==> src/rtl/qc_pkg.sv <==
// Shared fixed-point complex types and constants for the gate/state datapath and its sequencer.
package qc_pkg;

    localparam int WIDTH       = 16;
    localparam int FRAC_BITS   = 14;
    localparam logic [WIDTH-1:0] Q_ONE       = 16'h4000;
    localparam logic [WIDTH-1:0] Q_INV_SQRT2 = 16'h2D41;

    // a = real part, b = imaginary part, both signed Q2.14
    typedef struct packed {
        logic [WIDTH-1:0] a;
        logic [WIDTH-1:0] b;
    } complexNum;

    typedef enum logic [2:0] {
        S_IDLE  = 3'd0,
        S_FETCH = 3'd1,
        S_WAIT  = 3'd2,
        S_APPLY = 3'd3,
        S_DONE  = 3'd4
    } gsc_state_e;

endpackage

==> src/rtl/gate_sequence_ctrl.sv <==
// Walks a gate program through the shared gate/state multiplier: fetch gate, hold operands
// for MULT_LAT cycles, capture the product as the new state, repeat until num_gates applied.
module gate_sequence_ctrl
    import qc_pkg::*;
#(
    parameter  int N         = 2,
    parameter  int MAX_GATES = 16,
    parameter  int MULT_LAT  = 1,
    localparam int DIM       = 2**N,
    localparam int AW        = (MAX_GATES > 1) ? $clog2(MAX_GATES) : 1
) (
    input  logic                          clk,
    input  logic                          reset,
    input  logic                          start,
    input  logic [AW:0]                   num_gates,
    input  complexNum [DIM-1:0]           init_state,
    output logic                          gate_rd,
    output logic [AW-1:0]                 gate_addr,
    input  complexNum [DIM-1:0][DIM-1:0]  gate_data,
    output complexNum [DIM-1:0]           mult_state,
    output complexNum [DIM-1:0][DIM-1:0]  mult_gate,
    input  complexNum [DIM-1:0]           mult_result,
    output complexNum [DIM-1:0]           state_out,
    output logic [AW:0]                   gate_count,
    output logic                          busy,
    output logic                          done,
    output gsc_state_e                    dbg_state
);

    localparam int LW = (MULT_LAT > 1) ? $clog2(MULT_LAT) : 1;
    localparam logic [AW:0] MAX_CNT = (AW+1)'(MAX_GATES);

    gsc_state_e                   fsm_q,   fsm_d;
    complexNum [DIM-1:0]          st_q,    st_d;
    complexNum [DIM-1:0][DIM-1:0] gt_q,    gt_d;
    logic [AW:0]                  cnt_q,   cnt_d;
    logic [AW:0]                  idx_q,   idx_d;
    logic [AW:0]                  num_q,   num_d;
    logic [LW-1:0]                lat_q,   lat_d;
    logic [AW-1:0]                addr_q,  addr_d;

    // Gate memory handshake: gate_rd is a one-cycle request with gate_addr valid alongside it;
    // gate_data is taken unconditionally on the following cycle (fixed latency, no back-pressure).
    always_comb begin
        fsm_d   = fsm_q;
        st_d    = st_q;
        gt_d    = gt_q;
        cnt_d   = cnt_q;
        idx_d   = idx_q;
        num_d   = num_q;
        lat_d   = lat_q;
        addr_d  = addr_q;
        gate_rd = 1'b0;

        case (fsm_q)
            S_IDLE: begin
                if (start) begin
                    st_d  = init_state;
                    cnt_d = '0;
                    idx_d = '0;
                    num_d = (num_gates > MAX_CNT) ? MAX_CNT : num_gates;
                    if (num_gates == '0) begin
                        fsm_d = S_DONE;
                    end else begin
                        fsm_d  = S_FETCH;
                        addr_d = '0;
                    end
                end
            end
            S_FETCH: begin
                gate_rd = 1'b1;
                fsm_d   = S_WAIT;
            end
            S_WAIT: begin
                gt_d  = gate_data;
                lat_d = '0;
                fsm_d = S_APPLY;
            end
            S_APPLY: begin
                lat_d = lat_q + LW'(1);
                // Operands have been stable for MULT_LAT cycles on the last APPLY cycle
                if (lat_q == LW'(MULT_LAT - 1)) begin
                    st_d  = mult_result;
                    cnt_d = cnt_q + (AW+1)'(1);
                    idx_d = idx_q + (AW+1)'(1);
                    if (idx_q == num_q - (AW+1)'(1)) begin
                        fsm_d = S_DONE;
                    end else begin
                        fsm_d  = S_FETCH;
                        addr_d = idx_d[AW-1:0];
                    end
                end
            end
            S_DONE: begin
                fsm_d = S_IDLE;
            end
            default: begin
                fsm_d = S_IDLE;
            end
        endcase
    end

    always_ff @(posedge clk or posedge reset) begin
        if (reset) begin
            fsm_q  <= S_IDLE;
            st_q   <= '0;
            gt_q   <= '0;
            cnt_q  <= '0;
            idx_q  <= '0;
            num_q  <= '0;
            lat_q  <= '0;
            addr_q <= '0;
        end else begin
            fsm_q  <= fsm_d;
            st_q   <= st_d;
            gt_q   <= gt_d;
            cnt_q  <= cnt_d;
            idx_q  <= idx_d;
            num_q  <= num_d;
            lat_q  <= lat_d;
            addr_q <= addr_d;
        end
    end

    assign gate_addr  = addr_q;
    assign mult_state = st_q;
    assign mult_gate  = gt_q;
    assign state_out  = st_q;
    assign gate_count = cnt_q;
    assign busy       = (fsm_q != S_IDLE);
    assign done       = (fsm_q == S_DONE);
    assign dbg_state  = fsm_q;

endmodule
==> config.mk <==
export PLATFORM = sky130hd
export DESIGN_NAME = gate_sequence_ctrl
export DESIGN_NICKNAME = d
export VERILOG_FILES = /design/src/rtl/qc_pkg.sv /design/src/rtl/gate_sequence_ctrl.sv
export SDC_FILE = /design/constraint.sdc
export NUM_CORES = 1
export LEC_CHECK = 0
export ABC_CLOCK_PERIOD_IN_PS = 33100
export CAP_MARGIN = 20
export CORE_AREA = 3 3 608 610
export DETAILED_ROUTE_END_ITERATION = 8
export DIE_AREA = 0 0 611 613
export SLEW_MARGIN = 10
export SYNTH_ARGS = -nofsm -noshare
export SYNTH_HDL_FRONTEND = slang
export SYNTH_SLANG_ARGS = --single-unit
==> constraint.sdc <==
create_clock -name clk -period 33.1 [get_ports clk]
set_clock_uncertainty 0.15 [all_clocks]
set_input_delay 4.965 -clock clk [delete_from_list [all_inputs] [get_ports clk]]
set_output_delay 4.965 -clock clk [all_outputs]
set_load 0.01 [all_outputs]
==> results of run 1 <==
[worst min path at each step]
stage | from | endpoint | slack (ns) | cells past startpoint
4_1_cts | num_q[4] | num_q[4] | 0.35 | 2
5_1_grt | mult_gate[251] | mult_gate[251] | 0.36 | 1
6_report | mult_gate[137] | mult_gate[137] | 0.35 | 1
2_1_floorplan | num_q[4] | num_q[4] | 0.32 | 2
3_3_place_gp | mult_gate[300] | mult_gate[300] | 0.34 | 1
3_5_place_dp | num_q[4] | num_q[4] | 0.34 | 2
[stage by stage]
stage / util [%] / total power [mW] / area, um2 / setup slack (ns)
2_1_floorplan: - / 2.71 / 26900 / 9.40
3_3_place_gp: 12.9 / 4.70 / 47100 / 22.81
3_5_place_dp: 12.9 / 4.71 / 47100 / 22.82
4_1_cts: 13.8 / 5.83 / 50200 / 23.70
5_1_grt: 13.8 / 5.96 / 50200 / 23.26
6_report: 13.8 / 5.67 / 50300 / 23.87
[flip-flops by register name, summed over array words and instances (netlist names)]
| name | cells |
|---|---|
| mult_gate | 512 |
| num_q | 5 |
| gate_count | 5 |
| mult_state | 128 |
| idx_q | 5 |
| gate_addr | 4 |
| dbg_state | 3 |
| lat_q | 1 |
[layout make-up]
class	instances	area, um2	area share, %
Sequential cell	663	16600	33.0
Timing Repair Buffer	1582	15800	31.4
Multi-Input combinational cell	1117	8640	17.2
Tap cell	4816	6030	12.0
Clock buffer	121	2630	5.22
Clock inverter	42	480	0.955
Antenna cell	48	120	0.239
Inverter	5	26.3	0.0522
[synth_stat cells, types with 2 or more instances]
cell      count
a21o_1        2
a22o_1        5
a31oi_1     128
and2_1        2
buf_1         3
buf_2        31
buf_4       186
clkbuf_1     25
dfrtp_1     663
ha_1          3
inv_1         5
mux2_2      512
nand2_1     273
nand2b_1      3
nand3_1       3
nand3b_1      3
nand4_1       3
nor2_1      136
nor2_2        2
nor2b_1       2
nor3_1        6
o21ai_0       8
xnor2_1       5
xor2_1        7
[per-layer routing]
layer  share of wire (%)  global-route usage (%)
met5                0.19                       0
met4                 3.4                    3.74
met3                  10                    6.62
met2                  48                    23.7
met1                  38                    15.5
[kinds of logic (layout without fill, tap and decap cells)]
family	Yosys count	in the layout
other cells	0	48
mux	512	512
flops	663	663
compound gates	149	149
fa+ha+maj	3	3
simple gates	440	440
buf+inv	251	1750
xor+xnor	13	13
[power breakdown]
group | internal, mW | switching (mW) | total, mW | leakage [nW]
clock network | 0.620 | 0.440 | 1.06 | 1.53
registers | 1.23 | 0.469 | 1.70 | 7.70
logic | 1.38 | 1.53 | 2.91 | 9.39
total | 3.23 | 2.44 | 5.67 | 18.6
[critical path, cell delays in order]
cell and delay (ns):
clkdlybuf4s50_1 0.49, inv_8 0.41, buf_4 0.71, buf_4 0.72
buf_4 0.77, buf_4 0.73, buf_4 0.73
==> out/metrics.cfg, run 1 <==
[status]
status=complete, no violations

[power_and_ir_drop]
vdd_drop_max_mv=0.0503
p_leak_nw=18.6
powerDensity_nw_per_um2=113

[clock_network]
clock_latency_ns=0.81
cts.repair.resized=0
cts_tree=yes
cts_sinks=663
hold_buffers=0
clock_path_buffers=4
clk_pin_slew_ns=0.05
cts_buffers=93
postCtsSetupBuffers=0
htree_levels=3
root_buffer=clkbuf_16

[synthesis]
netlist_area_um2=26900
synth_area_leaders=dfrtp_1, mux2_2, buf_4
synth_cell_types=39
synth_compound_area_share_pct=3.53
synth_top_family_by_area=multiplexers
yosys.area_share.simple_pct=6.47
synth_top_area_share_pct=61.7
synthCells=2031
ys_seq_elements=663
synthAdderAreaFrac_pct=0.140
synth.avg_cell_area_um2=13.2
synth_xor_xnor_area_share_pct=0.474
yosysSeqAreaShare_pct=61.7
synth.net_count=2810
synthFlopType=dfrtp_1
ys_warn_count=0
muxShareOfSynthArea_pct=21.4
async_flop_share_pct=100
synth_edf_count=0
synth_top_cell_by_area=dfrtp_1

[place]
detailed_place_hpwl_um=243000
place.gp.congestion=0.943
port_buffers=1558
dpl.cell_count=8183

[die]
io_pins=1559
die_width_um=611
core_area_um2=365000
dieArea_um2=375000
rows=222
die_h_um=613
floorplan.initialDensity_pct=7.37

[critical_path]
reg2reg_to=mult_gate[292]
cp-end-kind=asynchronous set/reset pin
timing.rr.start=dbg_state[2]
worstSetupEndpoint=mult_state[17]
crit_fanout=80
path_class=in2async
r2r_slack_ns=28.30
critPathLaunchType=input pin
crit_required_ns=33.76
cp-startpoint=reset
arrival_ns=9.89
rr_worst_depth=7

[timing]
fmax_ghz=0.108
min_period_ns=9.23
setup-tns-final_ns=0
rsz0062_at_grt=no
worst_slew_pin_slew_ns=1.06
slew_headroom_pct=29.4
min_period_over_period_pct=27.9
holdWs_ns=0.353
setup_viol=0
slew_violations=0
final_hold_viol_count=0

[finish]
most-common-layout-cells=clkdlybuf4s50_1, dfrtp_1, mux2_2
layout_commonest_cell=clkdlybuf4s50_1
fill_cells=41189
nets=4241
area_growth_pct=87.0
final-instance-count-excl-fill=8394
drive_gt1_share_pct=19.8

[routing]
wl_per_cell_um=32.6
vias=23569
routed_via_density=2.81
drt_first_pass_iters=5
drt_iter0_drc=1507
wl_um=274000
ant_nets=0
drc_errors=0

[global_route]
grt_pass1_vias=23120
antenna_found_initial=260
grt_overflow=0
grt_first_pass_wirelength_um=323000
grt_max_degree=128
track_usage_pct=14.0

[run]
cap_violations=0

[min_path]
hp-class=reg2reg

Note: power is estimated with default switching activity, not from simulation.
==> inputs of run 2 (changes only) <==
- ABC_CLOCK_PERIOD_IN_PS: 33100 -> 7400
- CORE_AREA: 3 3 608 610 -> 3 3 602 604
- DIE_AREA: 0 0 611 613 -> 0 0 605 607
- clock period: 33.1 -> 7.4 ns (I/O delays scaled with it)
==> out/metrics.cfg, run 2 (synthesized netlist as in run 1, its figures left out) <==
[status]
status=complete, no violations

[finish]
area_growth_pct=87.5
finish.utilization_pct=14.1
multi_input_area_um2=8640
nets=4250
layout_commonest_cell=clkdlybuf4s50_1
drive_gt1_share_pct=19.8
most-common-layout-cells=clkdlybuf4s50_1, dfrtp_1, mux2_2
largest_reg_flops=512
fill_cells=40086
regArea_um2=16600

[critical_path]
reg2reg_to=mult_gate[302]
arrival_ns=2.45
cp-end-kind=output pin
timing.rr.start=dbg_state[2]
rr_worst_depth=5
path_class=reg2out
r2r_slack_ns=4.12
critPathSlowestCell=clkdlybuf4s50_1
critPathLaunchType=register
crit_fanout=11
worst-path-buf-inv=1
path_delay_family=buffers and inverters
critPathMaxStageDelay_ns=0.73
path_cells=nor2_1 > and2_1 > clkdlybuf4s50_1
crit_required_ns=6.14

[min_path]
hp-start=gate_addr[0]
hp-class=reg2reg
whs_path_depth=1
holdPathEnd=gate_addr[0]

[routing]
ant_nets=0
drt_first_pass_iters=5
drc_errors=0
wl_um=291000
vias=23775
drt_iter0_drc=1882
wl_per_cell_um=34.7
routed_via_density=2.84

[timing]
setup-tns-final_ns=0
rsz0062_at_grt=no
final_hold_viol_count=0
setup_viol=0
setup_ws_ns=3.69
min_period_over_period_pct=50.1
min_period_ns=3.71
worst_slew_pin_slew_ns=1.12
fmax_ghz=0.270
slew_violations=0
slew_headroom_pct=25.2

[die]
core_area_um2=358000
dieArea_um2=367000
die_h_um=607
die_width_um=605
floorplan.initialDensity_pct=7.51
io_pins=1559
rows=220

[place]
pre_cts_slack_ns=3.33
detailed_place_hpwl_um=261000
place.gp.congestion=0.857
port_buffers=1558

[global_route]
track_usage_pct=15.2
antenna_found_initial=332
grt_first_pass_wirelength_um=338000
grt_pass1_vias=22281
grt_max_degree=134
grt_overflow=0

[clock_network]
cts.repair.resized=0
clock_latency_ns=0.82
cts_tree=yes
clock_path_buffers=4
htree_levels=3
hold_buffers=0
cts_buffers=96
clk_pin_slew_ns=0.06
root_buffer=clkbuf_16
postCtsSetupBuffers=0
cts_sinks=663

[power_and_ir_drop]
p_total_mw=25.8
vdd_drop_max_mv=0.213
powerDensity_nw_per_um2=512
p_leak_nw=18.7

[run]
cap_violations=0

-- run 2: changes by cell type in the layout (fill, tap and decap cells not counted), moves of 3 or more --
cell / previous run / this run
buf_12: 2 / 6
clkbuf_1: 11 / 18
clkbuf_8: 15 / 12
clkinv_2: 21 / 16
diode_2: 48 / 65
-- run 2: worst max-delay path by stage --
stage | endpoint | slack (ns) | depth (start not counted) | from
after detailed placement | mult_state[92] | 3.33 | 7 | start
after CTS | mult_state[51] | 3.51 | 1 | mult_state[51]
final | done | 3.69 | 3 | dbg_state[0]
after global placement | mult_state[93] | 3.36 | 7 | start
after global routing | done | 3.54 | 2 | dbg_state[2]
after floorplan | dbg_state[0] | -2.92 | 1 | reset
-- run 2: area by class of cell --
class,count,area share [%]
Antenna cell,65,0.322
Inverter,5,0.0447
Tap cell,4773,11.8
Sequential cell,663,32.9
Clock buffer,127,5.27
Timing Repair Buffer,1588,31.5
Clock inverter,40,0.977
Multi-Input combinational cell,1117,17.1
-- run 2: per-stage QoR --
step                      cells  area (um2)  hold slack (ns)
after global placement     8146       47100            0.326
final                      8378       50400            0.343
after CTS                  8313       50300            0.344
after detailed placement   8146       47100            0.330
after global routing       8331       50300            0.357
after floorplan            2031       26900            0.317
-- run 2: metal layers --
metal	vias to the layer above	routed length (um)	global-route usage, %	share of wire, %
met2	1522	139000	25.6	48
met5	-	661	0	0.23
met4	98	9610	4.05	3.3
li1	9834	-	-	-
met1	11679	103000	15.9	35
met3	642	38600	8.91	13
-- run 2: worst reg2reg max path, delay by kind of cell (launching register included) --
kind,cells,cell delay [ns]
buffers and inverters,2,0.92
DFF,1,0.55
muxes,1,0.58
and+or+nand+nor,2,0.92
-- run 2: power by group --
part / internal, mW / leakage, nW / switching (mW)
registers: 5.51 / 7.70 / 2.00
clock network: 2.84 / 1.54 / 1.99
logic: 6.19 / 9.43 / 7.28
==> inputs of run 3 (changes only) <==
- ABC_CLOCK_PERIOD_IN_PS: 7400 -> 2950
- clock period: 7.4 -> 2.95 ns (I/O delays scaled with it)
==> out/metrics.cfg, run 3 (synthesized netlist as in run 1, its figures left out) <==
[finish]
most-common-layout-cells=clkdlybuf4s50_1, dfrtp_1, mux2_2
area_growth_pct=101
layout_commonest_cell=clkdlybuf4s50_1
fill_cells=39921
drive_gt1_share_pct=20.6
largest_reg_flops=512
finish.utilization_pct=15.1
stdcell_area_um2=54000
nets=4583

[clock_network]
clk_pin_slew_ns=0.06
clock_latency_ns=0.76
clock_path_buffers=4
htree_levels=3
cts_tree=yes
cts_buffers=93
root_buffer=clkbuf_16
cts_sinks=663

[die]
rows=220
dieArea_um2=367000
io_pins=1559
die_width_um=605
die_h_um=607
core_area_um2=358000
floorplan.initialDensity_pct=7.51

[status]
status=complete, no violations

[timing]
fmax_ghz=0.346
min_period_ns=2.89
min_period_over_period_pct=98.0
rsz0062_at_grt=no
worst_slew_pin_slew_ns=0.779
setup_viol=0
slew_headroom_pct=47.9
final_hold_viol_count=0
slew_violations=0

[routing]
drc_errors=0
wl_um=295000
drt_first_pass_iters=5
wl_per_cell_um=33.8
drt_iter0_drc=1570
routed_via_density=2.90
vias=25239
ant_nets=0

[power_and_ir_drop]
combPwrFrac_pct=54.0
seqPwrFrac_pct=28.2
powerDensity_nw_per_um2=1240
internal_power_mw=37.8
pwr-share-clk_pct=17.8
p_sw_share_pct=43.4
vdd_drop_max_mv=0.639
p_leak_nw=20.2
p_sw_mw=29.0

[critical_path]
rr_worst_depth=8
cp-end-kind=output pin
crit_required_ns=2.36
critPathLaunchType=register
timing.rr.start=dbg_state[0]
reg2reg_to=mult_state[52]
path_delay_family=buffers and inverters
path_cells=clkdlybuf4s50_1
r2r_slack_ns=0.23
arrival_ns=2.30
crit_fanout=3
critPathSlowestCell=clkdlybuf4s50_1
path_class=reg2out
worst-path-buf-inv=1
critPathMaxStageDelay_ns=1.03

[global_route]
grt_max_degree=75
grt_overflow=0
grt_pass1_vias=24628
antenna_found_initial=336
grt_first_pass_wirelength_um=346000
track_usage_pct=15.4

[min_path]
whs_path_depth=3
holdPathEnd=mult_state[120]
hp-start=mult_result[120]
hp-class=in2reg

[place]
detailed_place_hpwl_um=265000
place.gp.congestion=0.873
port_buffers=1558
post_dp_cell_area_um2=47900

[run]
cap_violations=0

[run 3: through the flow]
| stage | hold WS (ns) | setup TNS (ns) | power, mW | setup slack (ns) | std cells |
|---|---|---|---|---|---|
| after floorplan | 0.317 | -4446.70 | 30.4 | -6.71 | 2031 |
| after global placement | 0.329 | 0 | 55.1 | 0.358 | 8204 |
| after detailed placement | 0.344 | 0 | 55.4 | 0.335 | 8204 |
| after CTS | 0.000162 | 0 | 68.9 | 0.000369 | 8643 |
| after global routing | 0.0354 | 0 | 70.6 | 0.00204 | 8668 |
| final | 0.0700 | 0 | 66.8 | 0.0601 | 8714 |
[run 3: power groups by stage]
stage	sequential [mW]	clock (mW)	combinational, mW
3_5_place_dp	19.2	0	36.2
3_3_place_gp	19.1	0	36.1
6_report	18.8	11.9	36.0
4_1_cts	19.1	12.4	37.4
2_1_floorplan	18.5	0	11.8
5_1_grt	19.5	12.7	38.4
[run 3: what timing repair did]
action	4_1_cts	5_1_grt
setup buffers	0	2
hold buffers	276	0
cloned	0	0
resized for setup	26	1
endpoints found under the hold margin	233	0
endpoints found under the setup margin	36	1
[run 3: how the worst max path moves through the flow]
stage | from | to | slack (ns) | cells after the start
floorplan | reset | dbg_state[0] | -6.71 | 1
global placement | start | mult_state[83] | 0.36 | 7
detailed placement | start | mult_state[47] | 0.34 | 7
CTS | mult_state[126] | mult_state[126] | 0.0004 | 1
global route | mult_state[103] | state_out[103] | 0.002 | 1
finish | mult_state[65] | state_out[65] | 0.06 | 1
[run 3: layout make-up]
type | instances | area (um2) | area share (%)
Inverter | 5 | 22.5 | 0.0417
Clock buffer | 124 | 2640 | 4.88
Multi-Input combinational cell | 1117 | 8650 | 16.0
Clock inverter | 39 | 469 | 0.870
Timing Repair Buffer | 1924 | 19400 | 36.0
Sequential cell | 663 | 16600 | 30.8
Antenna cell | 69 | 173 | 0.320
Tap cell | 4773 | 5970 | 11.1
[run 3: worst reg2reg max path, delay by kind of cell, from the launching register on]
kind,cells,cell delay (ns)
AOI/OAI and AO/OA,2,0.38
DFF,1,0.44
buffers and inverters,4,1.21
and+or+nand+nor,2,0.50
[run 3: metal layers]
metal / wire, um / vias up / track usage [%] / share of wire, %
met4: 9020 / 104 / 3.72 / 3.1
met1: 107000 / 12443 / 16.6 / 36
met5: 916 / - / 0.483 / 0.31
li1: - / 10515 / - / -
met3: 35200 / 658 / 8.01 / 12
met2: 143000 / 1519 / 26.3 / 48
